### src/rtl/vis_sched_pkg.sv
// rtl/vis_sched_pkg.sv - shared types and header layout for the visibility frame scheduler
package vis_sched_pkg;

    typedef enum logic [2:0] {
        ST_IDLE,
        ST_ARM,
        ST_HEAD,
        ST_DATA,
        ST_DONE
    } sched_state_t;

    // Header beat: revis = {tag, seq}, imvis = {frame length, frames remaining}
    localparam int HDR_FIELD_W = 16;
    localparam int HDR_HI_LSB  = 16;
    localparam int HDR_LO_LSB  = 0;

    localparam logic [HDR_FIELD_W-1:0] MAGIC_DEFAULT = 16'hA5C3;

endpackage

### src/rtl/vis_frame_scheduler.sv
// rtl/vis_frame_scheduler.sv - gates N header-prefixed visibility frames from correlator to readout
module vis_frame_scheduler
    import vis_sched_pkg::*;
#(
    parameter int ACCUM     = 32,
    parameter int VIS_WORDS = 16,
    parameter int FBITS     = 16,
    parameter logic [HDR_FIELD_W-1:0] MAGIC = MAGIC_DEFAULT
) (
    input  logic             bus_clock,
    input  logic             bus_rst_n,
    input  logic             cmd_start_i,
    input  logic [FBITS-1:0] cmd_frames_i,
    input  logic             cmd_abort_i,
    output logic             acq_en_o,
    output logic             busy_o,
    output logic             done_o,
    output logic             aborted_o,
    output logic             err_len_o,
    output logic [FBITS-1:0] frames_o,
    input  logic [ACCUM-1:0] s_revis_i,
    input  logic [ACCUM-1:0] s_imvis_i,
    input  logic             s_valid_i,
    input  logic             s_last_i,
    output logic             s_ready_o,
    output logic [ACCUM-1:0] m_revis_o,
    output logic [ACCUM-1:0] m_imvis_o,
    output logic             m_valid_o,
    output logic             m_last_o,
    input  logic             m_ready_i
);

    localparam logic [HDR_FIELD_W-1:0] LAST_BEAT = HDR_FIELD_W'(VIS_WORDS - 1);
    localparam logic [HDR_FIELD_W-1:0] VIS_LEN   = HDR_FIELD_W'(VIS_WORDS);
    localparam logic [HDR_FIELD_W-1:0] BEAT_MAX  = '1;
    localparam logic [HDR_FIELD_W-1:0] BEAT_ONE  = HDR_FIELD_W'(1);
    localparam logic [FBITS-1:0]       ONE_F     = FBITS'(1);

    sched_state_t state, state_nxt;

    logic [FBITS-1:0]       remaining;
    logic [FBITS-1:0]       seq;
    logic [FBITS-1:0]       frames;
    logic [HDR_FIELD_W-1:0] beat;
    logic                   mid;
    logic                   abort_pend;
    logic                   acq_en;
    logic                   aborted;
    logic                   err_len;

    logic start_ok;
    logic go_done;
    logic done_aborted;
    logic up_xfer;
    logic data_xfer;

    assign up_xfer   = s_valid_i && s_ready_o;
    assign data_xfer = (state == ST_DATA) && s_valid_i && m_ready_i;

    always_comb begin
        state_nxt    = state;
        s_ready_o    = 1'b0;
        m_valid_o    = 1'b0;
        m_last_o     = 1'b0;
        m_revis_o    = '0;
        m_imvis_o    = '0;
        start_ok     = 1'b0;
        go_done      = 1'b0;
        done_aborted = 1'b0;
        case (state)
            ST_IDLE: begin
                s_ready_o = 1'b1;
                if (cmd_start_i && (cmd_frames_i != '0)) begin
                    start_ok  = 1'b1;
                    state_nxt = ST_ARM;
                end
            end
            ST_ARM: begin
                // Drain any frame already in flight so the first forwarded beat starts a frame
                s_ready_o = mid;
                if (cmd_abort_i) begin
                    go_done      = 1'b1;
                    done_aborted = 1'b1;
                    state_nxt    = ST_DONE;
                end else if (!mid && s_valid_i) begin
                    state_nxt = ST_HEAD;
                end
            end
            ST_HEAD: begin
                m_valid_o = 1'b1;
                m_revis_o[HDR_HI_LSB +: HDR_FIELD_W] = MAGIC;
                m_revis_o[HDR_LO_LSB +: HDR_FIELD_W] = HDR_FIELD_W'(seq);
                m_imvis_o[HDR_HI_LSB +: HDR_FIELD_W] = VIS_LEN;
                m_imvis_o[HDR_LO_LSB +: HDR_FIELD_W] = HDR_FIELD_W'(remaining);
                if (m_ready_i) begin
                    state_nxt = ST_DATA;
                end
            end
            ST_DATA: begin
                m_valid_o = s_valid_i;
                m_last_o  = s_last_i;
                m_revis_o = s_revis_i;
                m_imvis_o = s_imvis_i;
                s_ready_o = m_ready_i;
                if (data_xfer && s_last_i) begin
                    // An abort landing on the final frame's last beat is just a normal finish
                    if (remaining == ONE_F) begin
                        go_done      = 1'b1;
                        done_aborted = abort_pend;
                        state_nxt    = ST_DONE;
                    end else if (abort_pend || cmd_abort_i) begin
                        go_done      = 1'b1;
                        done_aborted = 1'b1;
                        state_nxt    = ST_DONE;
                    end else begin
                        state_nxt = ST_HEAD;
                    end
                end
            end
            ST_DONE: begin
                state_nxt = ST_IDLE;
            end
            default: begin
                state_nxt = ST_IDLE;
            end
        endcase
    end

    always_ff @(posedge bus_clock or negedge bus_rst_n) begin
        if (!bus_rst_n) begin
            state      <= ST_IDLE;
            remaining  <= '0;
            seq        <= '0;
            frames     <= '0;
            beat       <= '0;
            mid        <= 1'b0;
            abort_pend <= 1'b0;
            acq_en     <= 1'b0;
            aborted    <= 1'b0;
            err_len    <= 1'b0;
        end else begin
            state  <= state_nxt;
            acq_en <= (state == ST_ARM) || (state == ST_HEAD) || (state == ST_DATA);

            if (up_xfer) begin
                mid <= !s_last_i;
            end

            if (start_ok) begin
                remaining  <= cmd_frames_i;
                seq        <= '0;
                frames     <= '0;
                err_len    <= 1'b0;
                aborted    <= 1'b0;
                abort_pend <= 1'b0;
            end

            if (((state == ST_HEAD) || (state == ST_DATA)) && cmd_abort_i) begin
                abort_pend <= 1'b1;
            end

            if ((state == ST_HEAD) && m_ready_i) begin
                beat <= '0;
            end

            if (data_xfer) begin
                if (beat != BEAT_MAX) begin
                    beat <= beat + BEAT_ONE;
                end
                if (s_last_i) begin
                    if (beat != LAST_BEAT) begin
                        err_len <= 1'b1;
                    end
                    seq       <= seq + ONE_F;
                    frames    <= frames + ONE_F;
                    remaining <= remaining - ONE_F;
                end else if (beat == LAST_BEAT) begin
                    err_len <= 1'b1;
                end
            end

            if (go_done) begin
                aborted <= done_aborted;
            end
        end
    end

    assign acq_en_o  = acq_en;
    assign busy_o    = (state != ST_IDLE);
    assign done_o    = (state == ST_DONE);
    assign aborted_o = aborted;
    assign err_len_o = err_len;
    assign frames_o  = frames;

endmodule

### config.mk
export PLATFORM = sky130hd
export DESIGN_NAME = vis_frame_scheduler
export DESIGN_NICKNAME = d
export VERILOG_FILES = /design/src/rtl/vis_sched_pkg.sv /design/src/rtl/vis_frame_scheduler.sv
export SDC_FILE = /design/constraint.sdc
export NUM_CORES = 1
export LEC_CHECK = 0
export CORE_MARGIN = 2
export CORE_UTILIZATION = 40
export CTS_BUF_LIST = sky130_fd_sc_hd__clkbuf_4
export CTS_CLUSTER_DIAMETER = 30
export DETAILED_ROUTE_END_ITERATION = 10
export HOLD_SLACK_MARGIN = 0.15
export PLACE_DENSITY = 0.76
export SLEW_MARGIN = 0
export SYNTH_ARGS = -nofsm -noshare
export SYNTH_HDL_FRONTEND = slang
export SYNTH_SLANG_ARGS = --single-unit
### constraint.sdc
create_clock -name bus_clock -period 4.5 [get_ports bus_clock]
set_input_delay 0.45 -clock bus_clock [delete_from_list [all_inputs] [get_ports bus_clock]]
set_output_delay 0.45 -clock bus_clock [all_outputs]
set_load 0.01 [all_outputs]
==> results of run 1 <==
==> worst paths after layout <==
kind,to,slack (ps),depth (start not counted)
worst max-delay path,m_revis_o[13],910,5
worst min-delay path,state[2],160,1
worst max register to register,beat[12],1730,6
worst min register to register,seq[15],510,1
max in group asynchronous,frames_o[8],3360,2
min in group bus_clock,seq[15],510,1
==> worst max-delay path, delay by kind of cell (launching register included) <==
| family | cells | cell delay (ps) |
|---|---|---|
| flip-flops | 1 | 950 |
| AO/OA/AOI/OAI | 1 | 210 |
| buffers and inverters | 2 | 900 |
| AND/OR/NAND/NOR | 2 | 670 |
==> power by group through the flow <==
stage          logic [mW]  clock network, mW  registers (mW)
2_1_floorplan       0.807                  0           0.882
3_3_place_gp         1.35                  0           0.969
3_5_place_dp         1.38                  0           0.982
4_1_cts              1.39              0.368           0.968
5_1_grt              1.51              0.391            1.00
6_report             1.38              0.359           0.975
==> flip-flops by register name (all words and copies together), names as in the netlist, 3 cells and up <==
register,cells
remaining,16
state,3
frames_o,16
seq,16
beat,16
==> metal layers <==
metal  wire (µm)  vias up  part of all wire, %
met2        6624      192                   48
met1        5743     2216                   42
met5           0        -                    0
met4         168        0                  1.2
li1            -     2193                    -
met3        1131       16                  8.3
==> cells in the final DEF (no fill, tap or decap), types with 20 or more instances in the layout <==
cell,count
and3_1,29
a21oi_1,21
o21ai_0,23
inv_1,20
a22o_1,32
nand2_1,46
nand3_1,29
clkdlybuf4s50_1,173
nor2_1,45
dfrtp_1,72
==> per-stage QoR <==
step | util (%) | hold slack (ps) | worst slack, ps | std cells
after global placement | 57.73 | 479.4 | 1524 | 793
final | 58.79 | 157.8 | 909.4 | 809
after CTS | 58.79 | 172.1 | 924.1 | 809
after detailed placement | 57.73 | 481.1 | 1374 | 793
after global routing | 58.79 | 194.6 | 636.3 | 809
after floorplan | - | 154.4 | 2639 | 504
==> kinds of logic after synthesis <==
logic type | after synthesis | synth area share (%)
AOI/OAI and AO/OA | 125 | 20.22
xor gates and xnor gates | 26 | 5.168
adders and majority gates | 5 | 1.420
buffers and inverters | 51 | 4.770
DFF | 72 | 40.89
muxes | 6 | 1.363
and+or+nand+nor | 219 | 26.18
==> cell type report <==
| cell class | instances | share of cell area, % |
|---|---|---|
| clock buffers | 9 | 1.065 |
| flip-flops and latches | 72 | 28.40 |
| repair buffers | 180 | 28.08 |
| clock inverters | 7 | 0.7296 |
| multi-input cells | 381 | 37.78 |
| well taps | 140 | 2.761 |
| inverters | 20 | 1.183 |
==> impl_metrics.tcl, run 1 <==
set metrics [dict create \
    ys_seq_area_share_pct 40.89 \
    critPathArrivalTime_ps 3140 \
    grt_pass1_vias 4433 \
    drc 0 \
    drv_slew 0 \
    slowest_delay_ps 950 \
    drt_iter0_markers 327 \
    fin_nets 756 \
    hold_path_class "primary input to asynchronous set/reset pin" \
    gp_congestion 0.8909 \
    synthArstFlopShare_pct 100.0 \
    dr_total_vias 4617 \
    cts.sinks 72 \
    synth_ff_type "dfrtp_1" \
    gr-usage-all-layers_pct 22.92 \
    h-tree-depth 3 \
    ioPinCount 175 \
    clockRootBuffer "clkbuf_4" \
    post_cts_buffers 0 \
    dpl.hpwl_um 9986 \
    fin_crit_sh_pct 79.79 \
    max_freq_mhz 278.5 \
    combPwrFrac_pct 50.9 \
    routedWlPerCell_um 16.89 \
    grt_most_used_layer "met2" \
    required_ps 4050 \
    crit_path_start_kind "register" \
    synth_top_area_share_pct 40.89 \
    numCtsBuffers 9 \
    grt_max_degree 42 \
    r2r-start "state[1]" \
    clkLatencyLatePin_ps 420 \
    p_int_mw 1.587 \
    avgSynthCellArea_um2 8.744 \
    start_util_pct 40.83 \
    met2_usage_pct 38.07 \
    path_cells "nand2b_1 -> nor2_2 -> buf_4 -> a22o_1 -> clkdlybuf4s50_1" \
    seqPwrFrac_pct 35.9 \
    cts_buffer_depth 2 \
    antenna_found_initial 0 \
    die_w_um 109.0 \
    path_class "register to primary output" \
    synth_nets 596 \
    yosys-top-cells-count "72 x dfrtp_1, 46 x nand2_1, 46 x nor2_1, 32 x a22o_1" \
    crit_path_max_fanout 36 \
    wl_um 13670 \
    hold_buffers 0 \
    ys_top_cells_by_area "dfrtp_1 41%, a22o_1 6.4%, and3_1 4.1%" \
    seqCellArea_mm2 0.001802 \
    swShare_pct 41.55 \
    first_pass_iters 5 \
    placed_area_mm2 0.006231 \
    portBuffers 174 \
    synth_cells 504 \
    clk_pin_slew_ps 140 \
    fp.dieH_um 109.0 \
    drive_above_1_share_pct 4.783 \
    die-area_mm2 0.01187 \
    cts.repair.resized 0 \
    finalHoldViolCount 0 \
    ant_nets 0 \
    fin_crit_ps 3591 \
    met3_usage_pct 5.140 \
    clock_skew_ps 27.89 \
    power.leakage_nw 2.664 \
    finalSetupViolations 0 \
    total_power_mw 2.715 \
    switchingPower_mw 1.128 \
    tns_ps 0 \
    synthMostInstantiatedCell "dfrtp_1" \
    use_met1_pct 29.94 \
    relSlewSlack_pct 37.12 \
    synth_edf_count 0 \
    fin_area_mm2 0.006345 \
    startpoint "state[1]" \
    power.density_mw_per_mm2 427.9 \
    synth-seq-cells 72 \
    syn_area_mm2 0.004407 \
    worstMarginPinSlew_ps 943.2 \
    row_count 38 \
    yosysWarnings 0 \
    syn_to_final_growth_pct 43.98 \
    fillers 986 \
    setup.worst_path.end_class "primary output" \
    gr-total-overflow 0 \
    pwr-share-clk_pct 13.2 \
    ir_drop_mv 0.3790 \
    status "finished, final reports clean" \
    synthDistinctLibCells 54 \
    num_antenna_cells 0 \
    core_mm2 0.01079 \
    drv_cap 0 \
    viasPerCell 5.707 \
    crit_slowest_cell "dfrtp_1" \
    cts_tree "built" \
    rsz0062_at_grt "no" \
    multiInputGateArea_mm2 0.002397 \
    synth.largest_area_cell "dfrtp_1" \
    grt_pass1_wl_um 21680 \
]
Note: power is estimated with default switching activity, not from simulation.
==> inputs of run 2 (changes only) <==
==> constraint.sdc (replaced) <==
create_clock -name bus_clock -period 3.42 [get_ports bus_clock]
set_input_delay 0.342 -clock bus_clock [delete_from_list [all_inputs] [get_ports bus_clock]]
set_output_delay 0.342 -clock bus_clock [all_outputs]
set_load 0.01 [all_outputs]
==> impl_metrics.tcl, run 2 (same netlist as run 1, synthesis figures left out) <==
set metrics [dict create \
    dr_total_vias 4586 \
    num_antenna_cells 0 \
    fin_crit_sh_pct 89.86 \
    drt_iter0_markers 244 \
    h-tree-depth 3 \
    rsz0062_at_grt "no" \
    fin_crit_ps 3073 \
    portBuffers 174 \
    switchingPower_mw 1.466 \
    gp_congestion 0.8963 \
    tns_ps 0 \
    drv_slew 0 \
    clkLatencyLatePin_ps 420 \
    grt_pass1_wl_um 21250 \
    wl_um 13460 \
    crit_path_start_kind "register" \
    final_common_cell "clkdlybuf4s50_1" \
    layout_common_cells "173 x clkdlybuf4s50_1, 72 x dfrtp_1, 46 x nand2_1" \
    cts.sinks 72 \
    finalSetupViolations 0 \
    routedWlPerCell_um 16.54 \
    viasPerCell 5.634 \
    ir_drop_mv 0.4137 \
    row_count 38 \
    status "finished, final reports clean" \
    setup.worst_path.end_class "primary output" \
    dpl.hpwl_um 9931 \
    post_cts_buffers 0 \
    finalHoldViolCount 0 \
    relSlewSlack_pct 42.80 \
    fp.dieH_um 109.0 \
    placed_area_mm2 0.006269 \
    pwr-share-clk_pct 16.0 \
    cts_tree "built" \
    antenna_found_initial 0 \
    ioPinCount 175 \
    gr-total-overflow 0 \
    worstMarginPinSlew_ps 858.0 \
    drive_above_1_share_pct 5.341 \
    fin_nets 762 \
    instances_no_fill 814 \
    cts_buffer_depth 2 \
    power.leakage_nw 2.712 \
    required_ps 3080 \
    hold_path_class "register to register" \
    clk_pin_slew_ps 130 \
    critPathArrivalTime_ps 2730 \
    die-area_mm2 0.01187 \
    gr-usage-all-layers_pct 22.55 \
    fin_area_mm2 0.006431 \
    max_freq_mhz 325.4 \
    path_class "register to primary output" \
    numCtsBuffers 9 \
    p_int_mw 2.256 \
    combPwrFrac_pct 51.6 \
    drc 0 \
    power.density_mw_per_mm2 578.8 \
    start_util_pct 40.83 \
    crit_path_max_fanout 32 \
    syn_to_final_growth_pct 45.94 \
    grt_pass1_vias 4406 \
    clockRootBuffer "clkbuf_4" \
    first_pass_iters 5 \
    swShare_pct 39.39 \
    drv_cap 0 \
    grt_max_degree 37 \
    clock_skew_ps 18.64 \
    ant_nets 0 \
    die_w_um 109.0 \
    seqPwrFrac_pct 32.5 \
    dp.cells 798 \
    core_mm2 0.01079 \
]
-- run 2: critical path, stage by stage (launching register included) --
cell,delay (ps)
dfrtp_1,510
nand2b_1,430
nor2_2,260
buf_4,360
a22o_1,220
clkdlybuf4s50_1,540
-- run 2: area by class of cell --
| cell class | count | area [µm²] |
|---|---|---|
| clock buffers | 9 | 67.56 |
| clock inverters | 6 | 85.08 |
| fillers | 933 | 4362 |
| inverters | 20 | 75.07 |
| multi-input cells | 381 | 2397 |
| flip-flops and latches | 72 | 1802 |
| well taps | 140 | 175.2 |
| repair buffers | 186 | 1829 |
-- run 2: final timing paths --
check                                 to  cells past startpoint  startpoint  slack, ps
hold reg to reg                  seq[15]                      1     seq[15]        500
max in group asynchronous         seq[4]                      3   bus_rst_n       2030
hold / removal                   seq[15]                      1     seq[15]        500
min in group asynchronous  remaining[12]                      2   bus_rst_n        550
setup reg to reg            frames_o[10]                      6    state[1]       1100
setup / recovery           m_imvis_o[13]                      5    state[2]        350
-- run 2: per-layer routing --
layer  vias up  track usage (%)  share of wire [%]
li1       2207                -                  -
met1      2195            28.97                 42
met2       162            37.44                 49
met3        22            5.439                7.3
met4         0            7.143                1.6
met5         -                0                  0
-- run 2: power groups by stage --
stage	Sequential, mW	Clock, mW	Combinational, mW
after floorplan	1.16	0	1.06
after detailed placement	1.22	0	1.92
after global routing	1.24	0.639	2.10
after CTS	1.20	0.610	1.92
final	1.21	0.595	1.92
after global placement	1.21	0	1.88
-- run 2: per-stage QoR --
stage | total power [mW] | setup WS, ps | utilization, % | hold slack (ps)
5_1_grt | 3.982 | 121.1 | 59.59 | 511.0
2_1_floorplan | 2.222 | 1562 | - | 46.41
3_5_place_dp | 3.135 | 843.0 | 58.08 | 487.9
6_report | 3.722 | 346.9 | 59.59 | 502.7
3_3_place_gp | 3.094 | 858.0 | 58.08 | 484.3
4_1_cts | 3.738 | 345.1 | 59.59 | 482.5
-- run 2: what timing repair did --
item                      4_1_cts  5_1_grt
resized for setup               0        0
hold endpoints to repair       34        0
hold buffers                    1        0
==> inputs of run 3 (changes only) <==
--- a/config.mk
+++ b/config.mk
@@ -12,6 +12,7 @@
 export DETAILED_ROUTE_END_ITERATION = 10
 export HOLD_SLACK_MARGIN = 0.15
 export PLACE_DENSITY = 0.76
+export SKIP_CTS_REPAIR_TIMING = 1
 export SLEW_MARGIN = 0
 export SYNTH_ARGS = -nofsm -noshare
 export SYNTH_HDL_FRONTEND = slang
==> results of run 3 <==
The final DEF is identical to that of run 2; final timing and power are the same.
Main changes from that run: wire length of the first global-routing pass 21250 µm -> 21220 µm; via count of the first global-routing pass 4406 -> 4394; overall routing resource usage 22.55% -> 22.52%; met2 usage 37.44% -> 37.36%
